## src/rtl/clock_display_pkg.sv

```systemverilog
// Shared constants for the clock display path: digit count, one-hot adjust modes,
// active-high gfedcba segment patterns and the field-to-digit mapping.
package clock_display_pkg;

  localparam int NUM_DIGITS = 6;

  localparam logic [2:0] MODE_NONE    = 3'b000;
  localparam logic [2:0] MODE_SECONDS = 3'b001;
  localparam logic [2:0] MODE_MINUTES = 3'b010;
  localparam logic [2:0] MODE_HOURS   = 3'b100;

  localparam logic [6:0] SEG_0    = 7'h3F;
  localparam logic [6:0] SEG_1    = 7'h06;
  localparam logic [6:0] SEG_2    = 7'h5B;
  localparam logic [6:0] SEG_3    = 7'h4F;
  localparam logic [6:0] SEG_4    = 7'h66;
  localparam logic [6:0] SEG_5    = 7'h6D;
  localparam logic [6:0] SEG_6    = 7'h7D;
  localparam logic [6:0] SEG_7    = 7'h07;
  localparam logic [6:0] SEG_8    = 7'h7F;
  localparam logic [6:0] SEG_9    = 7'h6F;
  localparam logic [6:0] SEG_DASH = 7'h40;

  // Digit indices belonging to the selected field; anything not one-hot selects nothing.
  function automatic logic [NUM_DIGITS-1:0] field_digit_mask(input logic [2:0] mode);
    case (mode)
      MODE_HOURS:   return 6'b110000;
      MODE_MINUTES: return 6'b001100;
      MODE_SECONDS: return 6'b000011;
      default:      return 6'b000000;
    endcase
  endfunction

  function automatic logic [2:0] mode_normalize(input logic [2:0] mode);
    return (field_digit_mask(mode) != '0) ? mode : MODE_NONE;
  endfunction

endpackage

```

## src/rtl/seg7_decode.sv

```systemverilog
// Combinational BCD to active-high gfedcba pattern; non-decimal codes show a dash.
module seg7_decode
  import clock_display_pkg::*;
(
  input  logic [3:0] bcd,
  output logic [6:0] seg
);

  always_comb begin
    // NOTE: every path assigns seg (default arm included), so no latch is inferred.
    case (bcd)
      4'd0:    seg = SEG_0;
      4'd1:    seg = SEG_1;
      4'd2:    seg = SEG_2;
      4'd3:    seg = SEG_3;
      4'd4:    seg = SEG_4;
      4'd5:    seg = SEG_5;
      4'd6:    seg = SEG_6;
      4'd7:    seg = SEG_7;
      4'd8:    seg = SEG_8;
      4'd9:    seg = SEG_9;
      default: seg = SEG_DASH;
    endcase
  end

endmodule

```

## src/rtl/display_scan_ctrl.sv

```systemverilog
// Six-digit multiplexed 7-segment scanner with per-slot dead-time, frame-start
// input capture and blinking of the field being adjusted.
module display_scan_ctrl
  import clock_display_pkg::*;
#(
  parameter int SCAN_DIV     = 50000,
  parameter int BLANK_CYCLES = 500,
  parameter int BLINK_FRAMES = 40
) (
  input  logic        clk,
  input  logic        reset,
  input  logic [23:0] digits_bcd,
  input  logic [2:0]  adjust_mode,
  input  logic [5:0]  dp_mask,
  output logic [7:0]  seg_n,
  output logic [5:0]  an_n,
  output logic        frame_tick
);

  localparam int CNT_W = $clog2(SCAN_DIV);
  localparam int FRM_W = $clog2(BLINK_FRAMES + 1);

  localparam logic [CNT_W-1:0] CNT_LAST  = CNT_W'(SCAN_DIV - 1);
  localparam logic [CNT_W-1:0] CNT_BLANK = CNT_W'(BLANK_CYCLES);
  localparam logic [FRM_W-1:0] FRM_LAST  = FRM_W'(BLINK_FRAMES - 1);
  localparam logic [2:0]       IDX_LAST  = 3'(NUM_DIGITS - 1);

  logic [CNT_W-1:0] cnt;
  logic [2:0]       idx;
  logic [FRM_W-1:0] frame_cnt;
  logic             hidden;
  logic             wrap_pend;
  logic [23:0]      digits_cap;
  logic [2:0]       mode_cap;
  logic [5:0]       dp_cap;

  logic             slot_end;
  logic             frame_start;
  logic             frame_end;
  logic [2:0]       mode_next;
  logic [3:0]       nibble;
  logic [6:0]       pattern;
  logic [5:0]       field_mask;
  logic             slot_dark;

  assign slot_end    = (cnt == CNT_LAST);
  assign frame_start = (idx == 3'd0) && (cnt == '0);
  assign frame_end   = (idx == IDX_LAST) && slot_end;
  assign mode_next   = mode_normalize(adjust_mode);

  assign nibble     = digits_cap[{idx, 2'b00} +: 4];
  assign field_mask = field_digit_mask(mode_cap);
  assign slot_dark  = (cnt < CNT_BLANK) || (hidden && field_mask[idx]);

  seg7_decode u_decode (
    .bcd (nibble),
    .seg (pattern)
  );

  // NOTE: sequential state uses non-blocking assignments so every register samples pre-edge values.
  always_ff @(posedge clk) begin
    if (reset) begin
      cnt        <= '0;
      idx        <= 3'd0;
      frame_cnt  <= '0;
      hidden     <= 1'b0;
      wrap_pend  <= 1'b0;
      digits_cap <= '0;
      mode_cap   <= MODE_NONE;
      dp_cap     <= '0;
    end else begin
      wrap_pend <= frame_end;

      if (slot_end) begin
        cnt <= '0;
        idx <= (idx == IDX_LAST) ? 3'd0 : idx + 3'd1;
      end else begin
        cnt <= cnt + CNT_W'(1);
      end

      // Capture happens only here so a frame never mixes old and new digits.
      if (frame_start) begin
        digits_cap <= digits_bcd;
        mode_cap   <= mode_next;
        dp_cap     <= dp_mask;
        if (mode_next != mode_cap) begin
          frame_cnt <= '0;
          hidden    <= 1'b0;
        end
      end else if (frame_end) begin
        if (frame_cnt == FRM_LAST) begin
          frame_cnt <= '0;
          hidden    <= ~hidden;
        end else begin
          frame_cnt <= frame_cnt + FRM_W'(1);
        end
      end
    end
  end

  // Outputs lag the (idx, cnt) state by one cycle; the idx0 dead-time slot carries frame_tick.
  always_ff @(posedge clk) begin
    if (reset) begin
      seg_n      <= 8'hFF;
      an_n       <= 6'h3F;
      frame_tick <= 1'b0;
    end else begin
      frame_tick <= wrap_pend;
      if (slot_dark) begin
        an_n  <= 6'h3F;
        seg_n <= 8'hFF;
      end else begin
        an_n  <= ~(6'b000001 << idx);
        seg_n <= ~{dp_cap[idx], pattern};
      end
    end
  end

endmodule

```

## config.mk

```make
export PLATFORM = sky130hd
export DESIGN_NAME = display_scan_ctrl
export DESIGN_NICKNAME = d
export VERILOG_FILES = /design/src/rtl/clock_display_pkg.sv /design/src/rtl/seg7_decode.sv /design/src/rtl/display_scan_ctrl.sv
export SDC_FILE = /design/constraint.sdc
export NUM_CORES = 1
export LEC_CHECK = 0
export BUFFER_PORTS_ARGS = -buffer_cell sky130_fd_sc_hd__buf_2
export CAP_MARGIN = 20
export CELL_PAD_IN_SITES_DETAIL_PLACEMENT = 0
export CELL_PAD_IN_SITES_GLOBAL_PLACEMENT = 2
export CORE_ASPECT_RATIO = 0.8
export CORE_MARGIN = 4
export CORE_UTILIZATION = 25
export CTS_BUF_LIST = sky130_fd_sc_hd__clkbuf_8
export DETAILED_ROUTE_END_ITERATION = 10
export PLACE_DENSITY = 0.69
export SYNTH_ARGS = -nofsm -noshare
export SYNTH_HDL_FRONTEND = slang
export SYNTH_SLANG_ARGS = --single-unit
export TNS_END_PERCENT = 5
```

## constraint.sdc

```tcl
create_clock -name clk -period 5.15 [get_ports clk]
set_clock_uncertainty 0.2 [all_clocks]
set_input_delay 0 -clock clk [delete_from_list [all_inputs] [get_ports clk]]
set_output_delay 0 -clock clk [all_outputs]
set_load 0.02 [all_outputs]
```

======== After elaboration in Yosys (flattened, before gate mapping) ========
Memories as Yosys holds them, arrays and structs flattened.
Cells that the tools add are included.
word-level totals
  output and inout port bits .............. 15
  ROM bits ................................ 112
  bits in writable memories ............... 0
  input port bits ......................... 35
  flip-flop bits (word level) ............. 75
  memories kept ........................... 1
  bits in latches ......................... 0
memories
  memory            words  bits a word  rd ports  clocked after memory_dff  wr ports  line               source
  (name not given)  16     7            1         0                         0         seg7_decode.sv:11  case (bcd)
operators by class
  shift operators ......................... 2
  muxes and demuxes ....................... 16
  div/mod/pow operators ................... 0
  $lt $le $gt $ge ......................... 2
  $mul .................................... 0
  $add $sub $neg .......................... 3
  reductions and logical operators ........ 13
  equal/unequal tests ..................... 11
  bitwise logic cells ..................... 3
operator list
  operator               count
  $pmux 6 s3             2
  $mux 6                 4
  $shiftx 24x6->4        1
  $add 16x1->16 const B  1
  $eq 16x16->1 const B   1
  $logic_not 16->1       1
  $lt 16x9->1 const B    1
  $eq 3x3->1 const B     3
  $not 8->8              1
  $add 6x1->6 const B    1
  $bmux 1 s3             2
  $eq 3x1->1 const B     2
  $eq 3x2->1 const B     2
  $eq 6x6->1 const B     1
  $mux 1                 6
  $mux 3                 2
  $not 6->6              1
  $reduce_bool 6->1      1
  $shl 1x3->6 const A    1
  $lt 3x4->1 const B     1
  $reduce_bool 2->1      2
  $reduce_or 2->1        2
  $add 3x1->3 const B    1
  $logic_and 1x1->1      3
  7 further kinds        7

======== Depth between registers and ports, before layout ========
  word-level depth ........................ 7
  depth in mapped cells ................... 10
  gate-level depth less buffers ........... 8

======== By module ========
A second synthesis with hierarchy kept.
second synthesis, totals
  cells, all modules ...................... 406
  area, all modules ....................... 3425.8 sq um
by module, submodules not included
  module             cells each  area an instance (sq um)  times used  seq. area each (sq um)
  display_scan_ctrl  377         3198.1                    1           1501.4
  seg7_decode        29          227.7                     1           0.0

======== Worst setup path after synthesis ========
Ideal clock, no wire load.
  kind .................................... flip-flop to flip-flop
  start point ............................. register idx[0]
  end point ............................... register seg_n[5]
  setup slack ............................. 2841 ps
  library setup time ...................... 161 ps
  cell stages (with the launch flop) ...... 9
  path buffers ............................ 2
  arrival ................................. 1947 ps
  cells stage by stage .................... dfxtp_1 -> buf_2 -> buf_2 -> mux4_2 -> a21oi_1 -> inv_1 -> ha_1 -> nor2_1 -> o311ai_0
between the ends
  word-level cells in the longest chain between the ends .. 5
  elaborated cells on any way between the ends .. 8
ends and longest elaborated chain
  what                                                  line                      source
  from (decl)                                           display_scan_ctrl.sv:29   logic [2:0] idx;
  from (signal assigned)                                display_scan_ctrl.sv:76   idx <= (idx == IDX_LAST) ? 3'd0 : idx + 3'd1;
  branches (longest 5 deep; another with $mem_v2 16x7)  -
  to (signal assigned)                                  display_scan_ctrl.sv:114  seg_n <= ~{dp_cap[idx], pattern};
  to (decl)                                             display_scan_ctrl.sv:15   output logic [7:0] seg_n,
Several ways; the timed one is not identified. The select of a mux whose other input is x is not followed.
A chain may end at the register's enable or synchronous reset.

======== Final worst setup path ========
  start point ............................. register idx[1]
  end point ............................... register seg_n[5]
Same word-level chain as after synthesis.

==> results.md <==
* Final Cycle Share at about 59%
* Die height at about 110 um
* Syn_nets at between 400 and 500
* Power share of the combinational group at a little over an eighth
* P_leak at about 1.6 nW
* Antenna violations before repair at 0
* Clock-pin slew on the worst setup and hold paths at ~0.08 ns
* Critical path type: register to register
* Kind of cell adding the most delay to the critical path: simple AND/OR/NAND/NOR gates
* GR Util All Layers at about an eighth
* R2r startpoint: idx[1]$_SDFFE_PP0N_
* Critical path's slowest cell: dfxtp_1
* Worst skew pair latency at 0.36 ns
* Die W at 138.8 um
* Reg2Reg Depth at 6
* CP Buf/Inv Count at 1
* Htree depth at 3
* P&R area growth vs syn at 27.88%
* Seq pwr share at approximately 50%
* Vias in the first global route at just under 3,000
* Wire per inst at between 10 and 15 um
* Max-slew violations at 0
* Vias at ~3,000
* Final min period at around 3 ns
* Slowest cell delay on critical path at ~0.81 ns
* Critical path data arrival time at between 3 and 4 ns
* First-pass GRT wire length at about 15,000 um
* Yosys warns at 0
* Power share of the clock group at a little under two fifths
* Worst hold path class: input pin to register
* Peak supply drop at 0.1121 mV
* Post_cts resized at 0
* #FFs+latches synth at between 70 and 80
* Pre-CTS WS at ~2.1 ns
* Worst Hold End: idx[1]$_SDFFE_PP0N_
* Overflow left after global routing at 0
* EDFF count, synth at 0
* Final Hold Viols at 0
* Starting density of the core at 26.10%
* TritonRoute pass-1 iters at 4
* Root Driver: clkbuf_8
* Rel. slew slack at between 40% and 50%
* NetSw at 341.6 uW
* Synth area leaders: dfxtp_1 44%, nand2_1 9.7%, a21oi_1 5.9%
* Residual DRC at 0
* Ant diodes at 0
* Crit path from: idx[1]$_SDFFE_PP0N_
* Fin Setup TNS at 0 ns
* Count of hold-fix buffers inserted at cts at 35
* FF-to-FF End: seg_n[5]$_SDFF_PP1_
* Yosys top cell area share at 43.91%
* Max Clk Rate at 328.1 MHz
* Synth Cell Area at between 3000 and 4000 sq um
* Post-placement cell area at about 3800 sq um
* FF-to-FF setup slack at 2.10 ns
* Share of flip-flops with an asynchronous set or reset at 0%
* PD cells at 285.4 nW/um^2
* Site row count at 37
* Sw Share at a little over a quarter
* Final wirelength at 8642 um
* Port bufs at 49
* Worst hold margin at 0.03019 ns
* Ys flop type: dfxtp_1
* Largest net degree at the start of global routing at between 40 and 50
* Routability cong. at about 0.75
* Slew @ Worst Pin at about 0.86 ns
* CTS buffer count at 9
* Critical Path, Cell by Cell: nand2b_1 -> nor2_1 -> nor3_1 -> inv_1 -> o21ai_0 -> o311ai_0
* Full die area at ~16,000 sq um
* Max_cap viols at 0
* Sequential fraction of the synthesis area at 43.91%
* Final setup fails at 0
* Setup WS post-layout at around 2.1 ns
* Layout cells sized above 1 at between 10% and 20%
* CORE AREA at 13,100 sq um
* Hpwl dp at 6017 um
* Crit end category: register
* Final #Nets at ~530
* Mapped Cells at 411
* Most frequent cell after synthesis: nand2_1
* Hold path startpoint: reset
* Finished Cell Area at roughly 4400 sq um
* Commonest cells in the netlist: 88 x nand2_1, 75 x dfxtp_1, 40 x a21oi_1
* Detailed router's first-iteration violation count at between 150 and 200
* P_int at 906.6 uW
* CP startpoint kind: register
* Antenna viol nets, final at 0
* Via density per instance at approximately 4.5
* CP Max Fanout at 16
* CTS tree: built
* I/O pins at 50
* Critical path required time at just over 5 ns
* Status: completed
* Synth Area per Inst at roughly 8.3 sq um
* Hold Crit Depth at 2
* Postcts setup bufs at 0
* RSZ-0062 raised after global routing: no
* Longest Clk Path Bufs at 2
* Cell taking the most area after synthesis: dfxtp_1
* Netlist cell types at 50
* Clock net sink count at 75
==> area by class of cell <==
type | count | area, sq um
inverters | 14 | 52.55
repair buffers | 87 | 633.1
clock inverters | 7 | 77.57
multi-input cells | 298 | 1765
fillers | 1379 | 8728
clock buffers | 9 | 123.9
flip-flops and latches | 75 | 1501
well taps | 175 | 219.0
==> per-layer routing <==
layer	global-route usage, %	share of wire [%]
met4	3.716	1.4
met3	3.365	4.1
met1	15.20	49
met2	18.86	45
met5	0	0
==> how the worst max path moves through the flow <==
| stage | to | slack [ns] | cells after the start |
|---|---|---|---|
| CTS | seg_n[5]$_SDFF_PP1_ | 2.06 | 6 |
| detailed placement | seg_n[5]$_SDFF_PP1_ | 2.07 | 6 |
| finish | seg_n[5]$_SDFF_PP1_ | 2.10 | 6 |
| global route | seg_n[5]$_SDFF_PP1_ | 1.82 | 6 |
| global placement | seg_n[2]$_SDFF_PP1_ | 2.12 | 6 |
| floorplan | seg_n[5]$_SDFF_PP1_ | 2.84 | 8 |
==> cells in the final DEF, fill, tap and decap left out, types with 8 or more instances in the layout <==
| cell | count |
|---|---|
| or3_1 | 11 |
| dfxtp_1 | 75 |
| dlygate4sd3_1 | 35 |
| o21ai_0 | 12 |
| ha_1 | 9 |
| mux2i_1 | 14 |
| nand4_1 | 8 |
| a21oi_1 | 40 |
| nor2_1 | 33 |
| nand2_1 | 88 |
| buf_2 | 49 |
| inv_1 | 15 |
| clkbuf_8 | 9 |
| xor2_1 | 8 |
==> metrics by stage <==
stage	total power [mW]	std cells	utilization (%)
finish	1.248	665	33.38
global route	1.325	665	33.38
CTS	1.273	665	33.38
detailed placement	0.7779	614	29.17
global placement	0.7682	612	28.94
floorplan	0.7293	411	-
==> registers in the layout, summed over array words and instances (netlist names), 3 cells and up <==
| name | count |
|---|---|
| an_n | 6 |
| cnt | 16 |
| digits_cap | 24 |
| dp_cap | 6 |
| frame_cnt | 6 |
| idx | 3 |
| mode_cap | 3 |
| seg_n | 8 |
==> power groups by stage <==
stage               combinational (mW)  sequential, mW  clock (mW)
finish                           0.162           0.620       0.466
global route                     0.187           0.624       0.515
CTS                              0.165           0.620       0.488
detailed placement               0.144           0.634           0
global placement                 0.135           0.634           0
floorplan                        0.101           0.628           0
==> cell families after synthesis <==
family / share of synthesized area [%]
AND/OR/NAND/NOR: 26.46
adder cells (fa/ha/maj): 3.293
flip-flops: 43.91
buffers and inverters: 4.647
multiplexers: 6.074
XOR/XNOR: 3.074
AO/OA/AOI/OAI: 12.55
(Power assumes the default switching activity.)
